### src/rtl/riscv_uart_programmer_pkg.sv
// -----------------------------------------------------------------------------
// riscv_uart_programmer_pkg
//   Shared constants and state encodings for the UART programmer: the frame
//   sync byte, the default word-address width, and the state enums of the
//   byte receiver and the frame parser.
// -----------------------------------------------------------------------------
package riscv_uart_programmer_pkg;

    localparam logic [7:0] UPG_SYNC_BYTE = 8'h5A;
    localparam int unsigned UPG_ADDR_W   = 14;

    // Byte receiver: INIT waits for one full bit of idle-high line.
    typedef enum logic [2:0] {
        RX_INIT,
        RX_IDLE,
        RX_START,
        RX_DATA,
        RX_STOP
    } rx_state_e;

    // Frame parser. DONE and ERR behave as IDLE but record the outcome.
    typedef enum logic [2:0] {
        FR_IDLE,
        FR_LEN_LO,
        FR_LEN_HI,
        FR_DATA,
        FR_CSUM,
        FR_DONE,
        FR_ERR
    } frame_state_e;

endpackage

### src/rtl/riscv_uart_programmer_rx.sv
// -----------------------------------------------------------------------------
// riscv_uart_programmer_rx
//   8N1 byte receiver with a 2-FF input synchroniser.
// Ports:
//   clk           in   system clock
//   rst           in   synchronous active-high reset
//   rx_i          in   asynchronous serial line, idle high
//   byte_valid_o  out  one-cycle pulse, byte_o holds a correctly framed byte
//   byte_o        out  received byte (LSB first on the line)
//   frame_err_o   out  one-cycle pulse, stop bit sampled low; byte dropped
// -----------------------------------------------------------------------------
module riscv_uart_programmer_rx
    import riscv_uart_programmer_pkg::*;
#(
    parameter int unsigned CLKS_PER_BIT = 10
) (
    input  logic       clk,
    input  logic       rst,
    input  logic       rx_i,
    output logic       byte_valid_o,
    output logic [7:0] byte_o,
    output logic       frame_err_o
);

    localparam int unsigned     CNT_W   = $clog2(CLKS_PER_BIT + 1);
    localparam logic [CNT_W-1:0] FULL_M1 = CNT_W'(CLKS_PER_BIT - 1);
    localparam logic [CNT_W-1:0] HALF_M1 = CNT_W'(CLKS_PER_BIT / 2 - 1);

    logic [1:0]       sync_q;
    logic             rx_s;
    rx_state_e        state_q, state_d;
    logic [CNT_W-1:0] cnt_q, cnt_d;
    logic [2:0]       bit_q, bit_d;
    logic [7:0]       shift_q, shift_d;

    assign rx_s   = sync_q[1];
    assign byte_o = shift_q;

    always_ff @(posedge clk) begin
        // NOTE: state registers use non-blocking assignments only, so every
        // flop samples the pre-edge value of every other flop.
        if (rst) begin
            sync_q  <= 2'b11;
            state_q <= RX_INIT;
            cnt_q   <= '0;
            bit_q   <= '0;
            shift_q <= '0;
        end else begin
            // Two flops in series keep metastability off the bit-timing logic.
            sync_q  <= {sync_q[0], rx_i};
            state_q <= state_d;
            cnt_q   <= cnt_d;
            bit_q   <= bit_d;
            shift_q <= shift_d;
        end
    end

    always_comb begin
        // NOTE: every signal written here is defaulted first; a path that
        // left one unassigned would infer a latch.
        state_d      = state_q;
        cnt_d        = cnt_q;
        bit_d        = bit_q;
        shift_d      = shift_q;
        byte_valid_o = 1'b0;
        frame_err_o  = 1'b0;

        case (state_q)
            RX_INIT: begin
                // Any low sample restarts the idle-high qualification.
                if (!rx_s) begin
                    cnt_d = '0;
                end else if (cnt_q == FULL_M1) begin
                    cnt_d   = '0;
                    state_d = RX_IDLE;
                end else begin
                    cnt_d = cnt_q + 1'b1;
                end
            end
            RX_IDLE: begin
                if (!rx_s) begin
                    cnt_d   = '0;
                    state_d = RX_START;
                end
            end
            RX_START: begin
                if (cnt_q == HALF_M1) begin
                    cnt_d   = '0;
                    bit_d   = '0;
                    // High at mid-start means a glitch: back to hunting.
                    state_d = rx_s ? RX_IDLE : RX_DATA;
                end else begin
                    cnt_d = cnt_q + 1'b1;
                end
            end
            RX_DATA: begin
                if (cnt_q == FULL_M1) begin
                    cnt_d   = '0;
                    shift_d = {rx_s, shift_q[7:1]};
                    bit_d   = bit_q + 1'b1;
                    if (bit_q == 3'd7) begin
                        state_d = RX_STOP;
                    end
                end else begin
                    cnt_d = cnt_q + 1'b1;
                end
            end
            RX_STOP: begin
                if (cnt_q == FULL_M1) begin
                    cnt_d = '0;
                    if (rx_s) begin
                        byte_valid_o = 1'b1;
                        state_d      = RX_IDLE;
                    end else begin
                        // Line is still low: requalify idle before hunting
                        // so a held break does not retrigger endlessly.
                        frame_err_o = 1'b1;
                        state_d     = RX_INIT;
                    end
                end else begin
                    cnt_d = cnt_q + 1'b1;
                end
            end
            default: state_d = RX_INIT;
        endcase
    end

endmodule

### src/rtl/riscv_uart_programmer.sv
// -----------------------------------------------------------------------------
// riscv_uart_programmer
//   Loads a framed image received over UART into memory through the upg_*
//   write interface. Frame: 0x5A, LEN_LO, LEN_HI (N words), 4*N data bytes
//   little-endian, CSUM (8-bit wrapping sum of the data bytes).
// Ports:
//   clk         in   system clock
//   rst         in   synchronous active-high reset
//   uart_rx_i   in   asynchronous serial input, idle high
//   upg_rst_o   out  high from sync byte until DONE/ERR (holds CPU in reset)
//   upg_wen_o   out  one-cycle word write strobe
//   upg_adr_o   out  word address, valid with upg_wen_o
//   upg_dat_o   out  write data, valid with upg_wen_o
//   upg_done_o  out  image loaded with good checksum; sticky until next sync
//   upg_err_o   out  frame failed; sticky until next sync
// -----------------------------------------------------------------------------
module riscv_uart_programmer
    import riscv_uart_programmer_pkg::*;
#(
    parameter int unsigned CLK_FREQ     = 10_000_000,
    parameter int unsigned BAUD         = 115_200,
    parameter int unsigned ADDR_W       = UPG_ADDR_W,
    parameter int unsigned TIMEOUT_BITS = 1000
) (
    input  logic              clk,
    input  logic              rst,
    input  logic              uart_rx_i,
    output logic              upg_rst_o,
    output logic              upg_wen_o,
    output logic [ADDR_W-1:0] upg_adr_o,
    output logic [31:0]       upg_dat_o,
    output logic              upg_done_o,
    output logic              upg_err_o
);

    localparam int unsigned CLKS_PER_BIT = CLK_FREQ / BAUD;
    localparam int unsigned TMO_CLKS     = TIMEOUT_BITS * CLKS_PER_BIT;
    localparam int unsigned TMO_W        = $clog2(TMO_CLKS + 1);
    localparam int unsigned ADR_W        = ADDR_W + 1;  // can reach 2**ADDR_W
    localparam logic [31:0] MAX_WORDS    = 32'd1 << ADDR_W;

    logic       rx_valid, rx_ferr;
    logic [7:0] rx_byte;

    riscv_uart_programmer_rx #(
        .CLKS_PER_BIT (CLKS_PER_BIT)
    ) u_rx (
        .clk          (clk),
        .rst          (rst),
        .rx_i         (uart_rx_i),
        .byte_valid_o (rx_valid),
        .byte_o       (rx_byte),
        .frame_err_o  (rx_ferr)
    );

    frame_state_e state_q, state_d;
    logic [15:0]  len_q, len_d;
    logic [ADR_W-1:0] adr_q, adr_d;
    logic [7:0]   csum_q, csum_d;
    logic [23:0]  word_q, word_d;
    logic [1:0]   bidx_q, bidx_d;
    logic [TMO_W-1:0] tmo_q, tmo_d;
    logic         rst_q, rst_d, wen_q, wen_d, done_q, done_d, err_q, err_d;
    logic [31:0]  dat_q, dat_d;
    logic [15:0]  n_words;
    logic         in_frame;

    assign n_words  = {rx_byte, len_q[7:0]};
    assign in_frame = (state_q == FR_LEN_LO) || (state_q == FR_LEN_HI) ||
                      (state_q == FR_DATA)   || (state_q == FR_CSUM);

    assign upg_rst_o  = rst_q;
    assign upg_wen_o  = wen_q;
    assign upg_adr_o  = adr_q[ADDR_W-1:0];
    assign upg_dat_o  = dat_q;
    assign upg_done_o = done_q;
    assign upg_err_o  = err_q;

    always_ff @(posedge clk) begin
        if (rst) begin
            state_q <= FR_IDLE;
            len_q   <= '0;
            adr_q   <= '0;
            csum_q  <= '0;
            word_q  <= '0;
            bidx_q  <= '0;
            tmo_q   <= '0;
            rst_q   <= 1'b0;
            wen_q   <= 1'b0;
            dat_q   <= '0;
            done_q  <= 1'b0;
            err_q   <= 1'b0;
        end else begin
            state_q <= state_d;
            len_q   <= len_d;
            adr_q   <= adr_d;
            csum_q  <= csum_d;
            word_q  <= word_d;
            bidx_q  <= bidx_d;
            tmo_q   <= tmo_d;
            rst_q   <= rst_d;
            wen_q   <= wen_d;
            dat_q   <= dat_d;
            done_q  <= done_d;
            err_q   <= err_d;
        end
    end

    always_comb begin
        state_d = state_q;
        len_d   = len_q;
        adr_d   = adr_q;
        csum_d  = csum_q;
        word_d  = word_q;
        bidx_d  = bidx_q;
        rst_d   = rst_q;
        wen_d   = 1'b0;
        dat_d   = dat_q;
        done_d  = done_q;
        err_d   = err_q;

        // Address advances in the cycle after the strobe it qualified.
        if (wen_q) begin
            adr_d = adr_q + 1'b1;
        end

        // Inter-byte timeout only runs while a frame is open.
        if (in_frame && !rx_valid) begin
            tmo_d = tmo_q + 1'b1;
        end else begin
            tmo_d = '0;
        end

        case (state_q)
            FR_IDLE, FR_DONE, FR_ERR: begin
                if (rx_valid && rx_byte == UPG_SYNC_BYTE) begin
                    state_d = FR_LEN_LO;
                    rst_d   = 1'b1;
                    done_d  = 1'b0;
                    err_d   = 1'b0;
                    adr_d   = '0;
                    csum_d  = '0;
                    bidx_d  = '0;
                end
            end
            FR_LEN_LO: begin
                if (rx_valid) begin
                    len_d[7:0] = rx_byte;
                    state_d    = FR_LEN_HI;
                end
            end
            FR_LEN_HI: begin
                if (rx_valid) begin
                    len_d = n_words;
                    if (32'(n_words) > MAX_WORDS) begin
                        state_d = FR_ERR;
                        err_d   = 1'b1;
                        rst_d   = 1'b0;
                    end else if (n_words == 16'd0) begin
                        state_d = FR_CSUM;
                    end else begin
                        state_d = FR_DATA;
                    end
                end
            end
            FR_DATA: begin
                if (rx_valid) begin
                    csum_d = csum_q + rx_byte;
                    bidx_d = bidx_q + 1'b1;
                    case (bidx_q)
                        2'd0: word_d[7:0]   = rx_byte;
                        2'd1: word_d[15:8]  = rx_byte;
                        2'd2: word_d[23:16] = rx_byte;
                        default: begin
                            wen_d = 1'b1;
                            dat_d = {rx_byte, word_q};
                            // adr_q still indexes the word being completed.
                            if ((adr_q + 1'b1) == ADR_W'(len_q)) begin
                                state_d = FR_CSUM;
                            end
                        end
                    endcase
                end
            end
            FR_CSUM: begin
                if (rx_valid) begin
                    rst_d = 1'b0;
                    if (rx_byte == csum_q) begin
                        state_d = FR_DONE;
                        done_d  = 1'b1;
                    end else begin
                        state_d = FR_ERR;
                        err_d   = 1'b1;
                    end
                end
            end
            default: state_d = FR_IDLE;
        endcase

        // Line errors and silence abort an open frame and suppress any strobe.
        if (in_frame && (rx_ferr || (!rx_valid && tmo_q == TMO_W'(TMO_CLKS - 1)))) begin
            state_d = FR_ERR;
            err_d   = 1'b1;
            rst_d   = 1'b0;
            wen_d   = 1'b0;
        end
    end

endmodule

### config.mk
export PLATFORM = sky130hd
export DESIGN_NAME = riscv_uart_programmer
export DESIGN_NICKNAME = d
export VERILOG_FILES = /design/src/rtl/riscv_uart_programmer_pkg.sv /design/src/rtl/riscv_uart_programmer_rx.sv /design/src/rtl/riscv_uart_programmer.sv
export SDC_FILE = /design/constraint.sdc
export NUM_CORES = 1
export LEC_CHECK = 0
export CAP_MARGIN = 15
export CORE_MARGIN = 3
export CORE_UTILIZATION = 64
export DETAILED_ROUTE_END_ITERATION = 7
export DONT_BUFFER_PORTS = 1
export PLACE_DENSITY = 0.8
export SLEW_MARGIN = 10
export SYNTH_ARGS = -nofsm -noshare
export SYNTH_HDL_FRONTEND = slang
export SYNTH_SLANG_ARGS = --single-unit
### constraint.sdc
create_clock -name clk -period 2.4 [get_ports clk]
set_input_delay 0.24 -clock clk [delete_from_list [all_inputs] [get_ports clk]]
set_output_delay 0.24 -clock clk [all_outputs]
set_load 0.005 [all_outputs]
==> implementation parameters, run 1 <==
Parameter                              Value

Run status
  Status    finished clean

Drt
  Violation count after the first detailed-routing iteration    around 450
  Count of nets left with antenna violations after detail routing    0
  Via density per instance    5.96
  Overall via count from detail_route    roughly 6000
  DR WL/cell    roughly 17 µm
  Routed Wire Length    ~16 mm
  DRC violations left    0
  Count of TritonRoute iterations in the first routing pass    5

Critical path
  Data required time at the worst endpoint    around 2.8 ns
  Data arrival, critical path    around 2.7 ns
  Critical Path Start Type    register
  Length in cells of the worst reg-to-reg path    8
  FF-to-FF setup slack    roughly 0.13 ns
  Element type at the critical path end    register
  Reg-to-reg startpoint    adr_q[0]
  Critical-path maximum fanout    3
  Capturing point of the worst reg2reg path    state_q[1]
  Beginning of the critical path    adr_q[0]
  Worst setup path category    reg -> reg

Finish
  Diodes inserted    0
  Net count of the finished layout    about 860
  Area of all placed cells without fillers    7670 µm²
  Number of cells in the finished layout apart from fillers    a little under 1000
  Final Core Density    0.733
  Fraction of final layout cells with drive strength greater than 1    0.103
  Layout area overhead    10.3%

Floorplan
  Starting density of the core    0.665
  Area inside the core boundary    around 10000 µm²
  Number of ports placed on the die boundary    53
  Number of rows created at floorplan    37
  Die footprint    12200 µm²
  Horizontal extent of the die    between 100 and 150 µm
  Die Height    ~110 µm

Power
  Standby leakage power    between 2 and 3 nW
  Pwr per Cell Area    between 600 and 700 nW/µm²
  Power consumption    5.18 mW
  Worst vdd ir    between 0.0006 and 0.0007 V

STA
  Maximum operating frequency    440 MHz
  Final period utilization    0.947
  Worst hold margin    between 0.1 and 0.15 ns
  Final WS setup    approximately 0.13 ns
  Worst-case headroom to the max-slew limit    0.545
  Worst Tran Pin Value    just under 0.7 ns
  RSZ-0062 raised after global routing    no
  Total negative setup slack    0 ns
  Final setup fails    0
  Worst clock skew    0.0106 ns
  Post-layout minimum cycle time    2.27 ns
  Final Max Tran Viols    0
  Hold violation total from the final report    0

GRT
  Pin count of the biggest net entering global routing    around 100
  Initial antenna violation count    0
  Grt ovf    0
  First-pass GRT wire length    26.7 mm
  Via count of the first global-routing pass    about 5600
  Overall track demand over capacity in global routing    0.279

CTS
  Clk Latency, worst-skew pair    0.54 ns
  TritonCTS clock tree    built
  Clock buffer count from CTS    17
  Maximum level of the CTS H-tree    4
  Clock sink count    about 140
  CTS Buffer Depth    2
  # Post-CTS Setup Buffers    0
  Clock transition at path regs    roughly 0.060 ns
  Root buffer cell    sky130_fd_sc_hd__clkbuf_8

Logic synthesis
  Yosys warnings    0
  Most numerous cell types in the synthesized netlist    sky130_fd_sc_hd__nand2_1 (151), sky130_fd_sc_hd__dfxtp_1 (143), sky130_fd_sc_hd__nor2_1 (98)
  Part of the Yosys area used for sequential elements    0.412
  Number of flops mapped to enable cells by yosys    0
  Dominant synthesized flop cell    sky130_fd_sc_hd__dfxtp_1
  Most area-hungry cell type in the Yosys netlist    sky130_fd_sc_hd__dfxtp_1
  Number of instances in the synthesized netlist    approximately 850
  Fraction of post-synthesis cell area in the top cell type by area    0.412
  Biggest area contributors in the synthesized netlist    sky130_fd_sc_hd__dfxtp_1 (41%), sky130_fd_sc_hd__nand2_1 (8.2%), sky130_fd_sc_hd__a21oi_1 (6.4%), sky130_fd_sc_hd__nor2_1 (5.3%), sky130_fd_sc_hd__mux2i_1 (4.0%)
  Number of flip-flops and latches in the synthesized netlist    143
  Syn_nets    roughly 870
  Post-synthesis area per instance    roughly 8.2 µm²
  Summed instance area of the synthesized netlist    6950 µm²
  Proportion of register bits with asynchronous set or reset after synthesis    0
  Count of unique library cells instantiated by Yosys    73
  Most numerous cell in the Yosys netlist    sky130_fd_sc_hd__nand2_1

Place
  Detail Placement HPWL    around 11 mm
  Number of buffers inserted by port buffering    0
  Post-place instance area    7000 µm²
  Final weighted congestion of routability-driven global placement    0.959
  DP Cell Count    950
  Worst slack after detailed placement    0.176 ns

Min path
  Endpoint of the worst hold-timing path    u_rx.state_q[2]
  Worst Min Path Start    rst
  Cell depth of the worst hold path    2
  Kind of path behind the tightest hold check    in -> reg

Job
  Max Cap Viol    0
==> final cells by class <==
class	count	area [µm²]
Clock buffer	19	432
Clock inverter	12	184
Fill cell	808	2790
Inverter	17	63.8
Multi-Input combinational cell	621	3660
Sequential cell	143	2870
Tap cell	136	170
Timing Repair Buffer	35	298
==> report_power, final <==
part           leakage, nW  internal [mW]  switching, mW  total [mW]
clock                0.295           1.72           1.01        2.73
sequential            1.15           2.38        0.00879        2.39
combinational         1.35         0.0183         0.0415      0.0598
total                 2.80           4.12           1.06        5.18
==> worst max-delay path, stage by stage, from the launching register on <==
cell and delay, ns:
sky130_fd_sc_hd__dfxtp_1 0.32, sky130_fd_sc_hd__ha_1 0.32, sky130_fd_sc_hd__xor2_1 0.15, sky130_fd_sc_hd__a2111oi_0 0.40, sky130_fd_sc_hd__nand3_1 0.15, sky130_fd_sc_hd__nor4_2 0.25
sky130_fd_sc_hd__nand4_1 0.18, sky130_fd_sc_hd__o31ai_4 0.27, sky130_fd_sc_hd__a211oi_1 0.11
==> worst max-delay path by stage <==
stage,to,cells after the start
after global routing,state_q[1],8
final,state_q[1],8
after detailed placement,state_q[1],8
after floorplan,state_q[1],8
after CTS,state_q[1],8
after global placement,state_q[1],8
==> what timing repair did <==
action / CTS / global route
hold endpoints to repair: 104 / 0
hold buffers: 2 / 0
gates resized for setup: 0 / 4
endpoints found under the setup margin: 0 / 4
==> layout by cell type, fill, tap and decap left out, types with 4 or more instances in the layout <==
cell	instances
sky130_fd_sc_hd__a21o_1	4
sky130_fd_sc_hd__a21oi_1	89
sky130_fd_sc_hd__a31oi_1	5
sky130_fd_sc_hd__and2_1	5
sky130_fd_sc_hd__and3_1	12
sky130_fd_sc_hd__buf_4	32
sky130_fd_sc_hd__bufinv_16	4
sky130_fd_sc_hd__clkbuf_16	16
sky130_fd_sc_hd__dfxtp_1	141
sky130_fd_sc_hd__ha_1	18
sky130_fd_sc_hd__inv_1	17
sky130_fd_sc_hd__mux2i_1	28
sky130_fd_sc_hd__nand2_1	151
sky130_fd_sc_hd__nand2b_1	4
sky130_fd_sc_hd__nand3_1	18
sky130_fd_sc_hd__nand4_1	15
sky130_fd_sc_hd__nor2_1	98
sky130_fd_sc_hd__nor2b_1	5
sky130_fd_sc_hd__nor3_1	17
sky130_fd_sc_hd__nor4_1	6
sky130_fd_sc_hd__o21ai_0	17
sky130_fd_sc_hd__or2_2	5
sky130_fd_sc_hd__or3_1	8
sky130_fd_sc_hd__xnor2_1	22
sky130_fd_sc_hd__xor2_1	30
==> layer usage <==
metal  track usage  vias to the layer above  wire length, µm
met4         0.123                        0              446
li1              -                     2856                -
met3        0.0681                       38              910
met5             0                        -                0
met1         0.336                     2796             6880
met2         0.473                      167             8120
==> cells by family (layout without fill, tap and decap cells) <==
logic type	count (synthesis)	after routing	share of synthesized area
adder cells (fa/ha/maj)	19	19	0.0353
buffers and inverters	82	83	0.0642
AND/OR/NAND/NOR	369	369	0.251
flip-flops	143	143	0.412
XOR/XNOR	52	52	0.0655
AO/OA/AOI/OAI	152	152	0.130
multiplexers	29	29	0.0425
==> registers in the layout, summed over array words and instances (netlist names), 2 cells and up <==
signal        count
word_q           24
u_rx.state_q      3
csum_q            8
bidx_q            2
len_q            15
u_rx.byte_o       8
tmo_q            17
u_rx.sync_q       2
adr_q            15
u_rx.cnt_q        7
upg_dat_o        32
state_q           3
u_rx.bit_q        3
No activity file was read; power rests on OpenSTA's default activity.
==> inputs of run 2 (changes only) <==
--- a/config.mk
+++ b/config.mk
@@ -6,11 +6,12 @@
 export NUM_CORES = 1
 export LEC_CHECK = 0
 export CAP_MARGIN = 15
+export CORE_ASPECT_RATIO = 1.25
 export CORE_MARGIN = 3
 export CORE_UTILIZATION = 64
 export DETAILED_ROUTE_END_ITERATION = 7
 export DONT_BUFFER_PORTS = 1
-export PLACE_DENSITY = 0.8
+export PLACE_DENSITY = 0.88
 export SLEW_MARGIN = 10
 export SYNTH_ARGS = -nofsm -noshare
 export SYNTH_HDL_FRONTEND = slang
==> run 2 against run 1 <==
Sequential power hardly changed. Clock power down 4%. Critical path depth decreased by 1. Total power fell by 2.1%. Setup slack got worse by 0.051 ns. Via count rose by 1.3%. Highest routed layer unchanged.
==> implementation parameters, run 2 (synthesis results as in run 1) <==
Parameter                              Value

Min path
  Kind of path behind the tightest hold check    in -> reg

STA
  Hold violation total from the final report    0 (unchanged)
  Final setup fails    0 (unchanged)
  Final Max Tran Viols    0 (unchanged)
  RSZ-0062 raised after global routing    no
  Worst clock skew    0.00927 ns (-0.00131 ns)
  Worst Tran Pin Value    0.715 ns (+0.0369 ns)
  Worst-case headroom to the max-slew limit    0.520 (-0.0248)
  Maximum operating frequency    430 MHz (-2.2%)
  Final period utilization    0.968 (+0.0212)
  Total negative setup slack    0 ns (unchanged)
  Post-layout minimum cycle time    2.32 ns (+0.0509 ns)

Drt
  DRC violations left    0 (unchanged)
  Via density per instance    6.10 (+2.4%)
  Routed Wire Length    16.1 mm (-1.8%)
  Count of TritonRoute iterations in the first routing pass    5 (unchanged)
  Overall via count from detail_route    5936 (+1.3%)
  Violation count after the first detailed-routing iteration    313 (-31%)
  DR WL/cell    16.5 µm (-0.78%)
  Count of nets left with antenna violations after detail routing    0 (unchanged)

Floorplan
  Number of ports placed on the die boundary    53 (unchanged)
  Number of rows created at floorplan    41 (+11%)
  Area inside the core boundary    10400 µm² (-0.96%)
  Starting density of the core    0.671 (+0.00642)
  Die footprint    12200 µm² (about the same)
  Die Height    123 µm (+11%)
  Horizontal extent of the die    99.2 µm (-10%)

CTS
  CTS Buffer Depth    2 (unchanged)
  # Post-CTS Setup Buffers    0 (unchanged)
  Maximum level of the CTS H-tree    4 (unchanged)
  Clk Latency, worst-skew pair    0.42 ns (-0.12 ns)
  Root buffer cell    sky130_fd_sc_hd__clkbuf_16
  Clock buffer count from CTS    17 (unchanged)
  TritonCTS clock tree    built
  Clock transition at path regs    0.06 ns (about the same)
  Clock sink count    143 (unchanged)

Critical path
  Worst Path Buf+Inv    0 (unchanged)
  Max stage delay on crit path    0.51 ns (+0.11 ns)
  Critical Path Slowest Stage Cell    sky130_fd_sc_hd__dfxtp_1
  Element type at the critical path end    register
  Critical Path Start Type    register
  Data arrival, critical path    2.61 ns (-0.07 ns)
  Worst setup path category    reg -> reg
  Critical-path maximum fanout    9 (+6)
  Cells along the critical path    and4_2 -> nand4bb_1 -> xor2_1 -> o21ai_0 -> nand4_1 -> o31ai_4 -> a211oi_1
  Cell family with most CP delay    simple AND/OR/NAND/NOR gates
  Data required time at the worst endpoint    2.69 ns (-0.12 ns)

GRT
  Pin count of the biggest net entering global routing    102 (-1.9%)
  Via count of the first global-routing pass    5923 (+5.6%)
  Initial antenna violation count    0 (unchanged)
  Grt ovf    0 (unchanged)
  Overall track demand over capacity in global routing    0.272 (-0.00718)
  First-pass GRT wire length    27.0 mm (+0.98%)

Power
  Pwr per Cell Area    666 nW/µm² (-1.4%)
  Standby leakage power    2.76 nW (-1.3%)
  Power consumption    5.07 mW (-2.1%)
  Worst vdd ir    0.000548 V (-17%)

Finish
  Most common library cell in the layout ignoring fill and taps    sky130_fd_sc_hd__nand2_1
  Most frequent cells in the layout    sky130_fd_sc_hd__nand2_1 (151), sky130_fd_sc_hd__dfxtp_1 (141), sky130_fd_sc_hd__nor2_1 (98)
  Layout area overhead    9.46%
  Final-layout fill cell count    767 (-5.1%)
  Diodes inserted    0 (unchanged)
  Max FFs per register    32 (unchanged)
  Fraction of final layout cells with drive strength greater than 1    0.101 (-0.00200)
  Net count of the finished layout    853 (-0.47%)

Run status
  Status    finished clean

Place
  Detail Placement HPWL    11.1 mm (+2.4%)
  Final weighted congestion of routability-driven global placement    0.894 (-6.8%)
  Number of buffers inserted by port buffering    0 (unchanged)

Job
  Max Cap Viol    0 (unchanged)
-- run 2: cell types whose count changed in the layout (fill, tap and decap cells not counted), moves of 2 or more --
cell / change
sky130_fd_sc_hd__inv_6: +2
sky130_fd_sc_hd__buf_4: -4
sky130_fd_sc_hd__clkbuf_8: -2
sky130_fd_sc_hd__bufinv_16: -2
-- run 2: metal layers --
layer / track usage / vias to the layer above / wire [µm]
met3: 0.0637 / 55 / 875
met5: 0 / - / 0
met2: 0.479 / 217 / 8290
met4: 0.134 / 0 / 518
met1: 0.308 / 2817 / 6380
li1: - / 2847 / -
-- run 2: final timing paths --
check            startpoint             end  slack [ns]  cells past startpoint
max                adr_q[9]      state_q[1]        0.08                      7
min                     rst      state_q[2]        0.02                      2
max reg2reg        adr_q[9]      state_q[1]        0.08                      7
min reg2reg  u_rx.sync_q[0]  u_rx.sync_q[1]        0.42                      1
-- run 2: metrics by stage --
step                area [µm²]  instances  utilization  hold WS [ns]  worst slack (ns)
finish                    7610        973        0.735        0.0217            0.0761
CTS                       7590        973        0.732       0.00888             0.114
floorplan                 6950        846            -         0.344             0.317
detailed placement        6960        939        0.672         0.324             0.169
global placement          6960        939        0.672         0.322             0.232
global route              7610        973        0.735        0.0148           0.00623
-- run 2: area by class of cell --
class / count / area (µm²) / area share
multi-input cells: 621 / 3670 / 0.482
inverters: 17 / 63.8 / 0.00838
repair buffers: 31 / 268 / 0.0352
clock buffers: 19 / 433 / 0.0569
flip-flops and latches: 143 / 2870 / 0.376
well taps: 129 / 161 / 0.0212
clock inverters: 13 / 155 / 0.0204
-- run 2: report_power, final --
part | total, mW | leakage [nW] | switching, mW | internal [mW]
sequential | 2.39 | 1.15 | 0.00701 | 2.38
combinational | 0.0639 | 1.33 | 0.0443 | 0.0196
clock | 2.62 | 0.277 | 1.06 | 1.55
total | 5.07 | 2.76 | 1.11 | 3.95
-- run 2: what timing repair did --
item | 4_1_cts | 5_1_grt
setup endpoints to repair | 0 | 6
hold buffers | 2 | 0
resized for setup | 0 | 6
endpoints found under the hold margin | 101 | 0
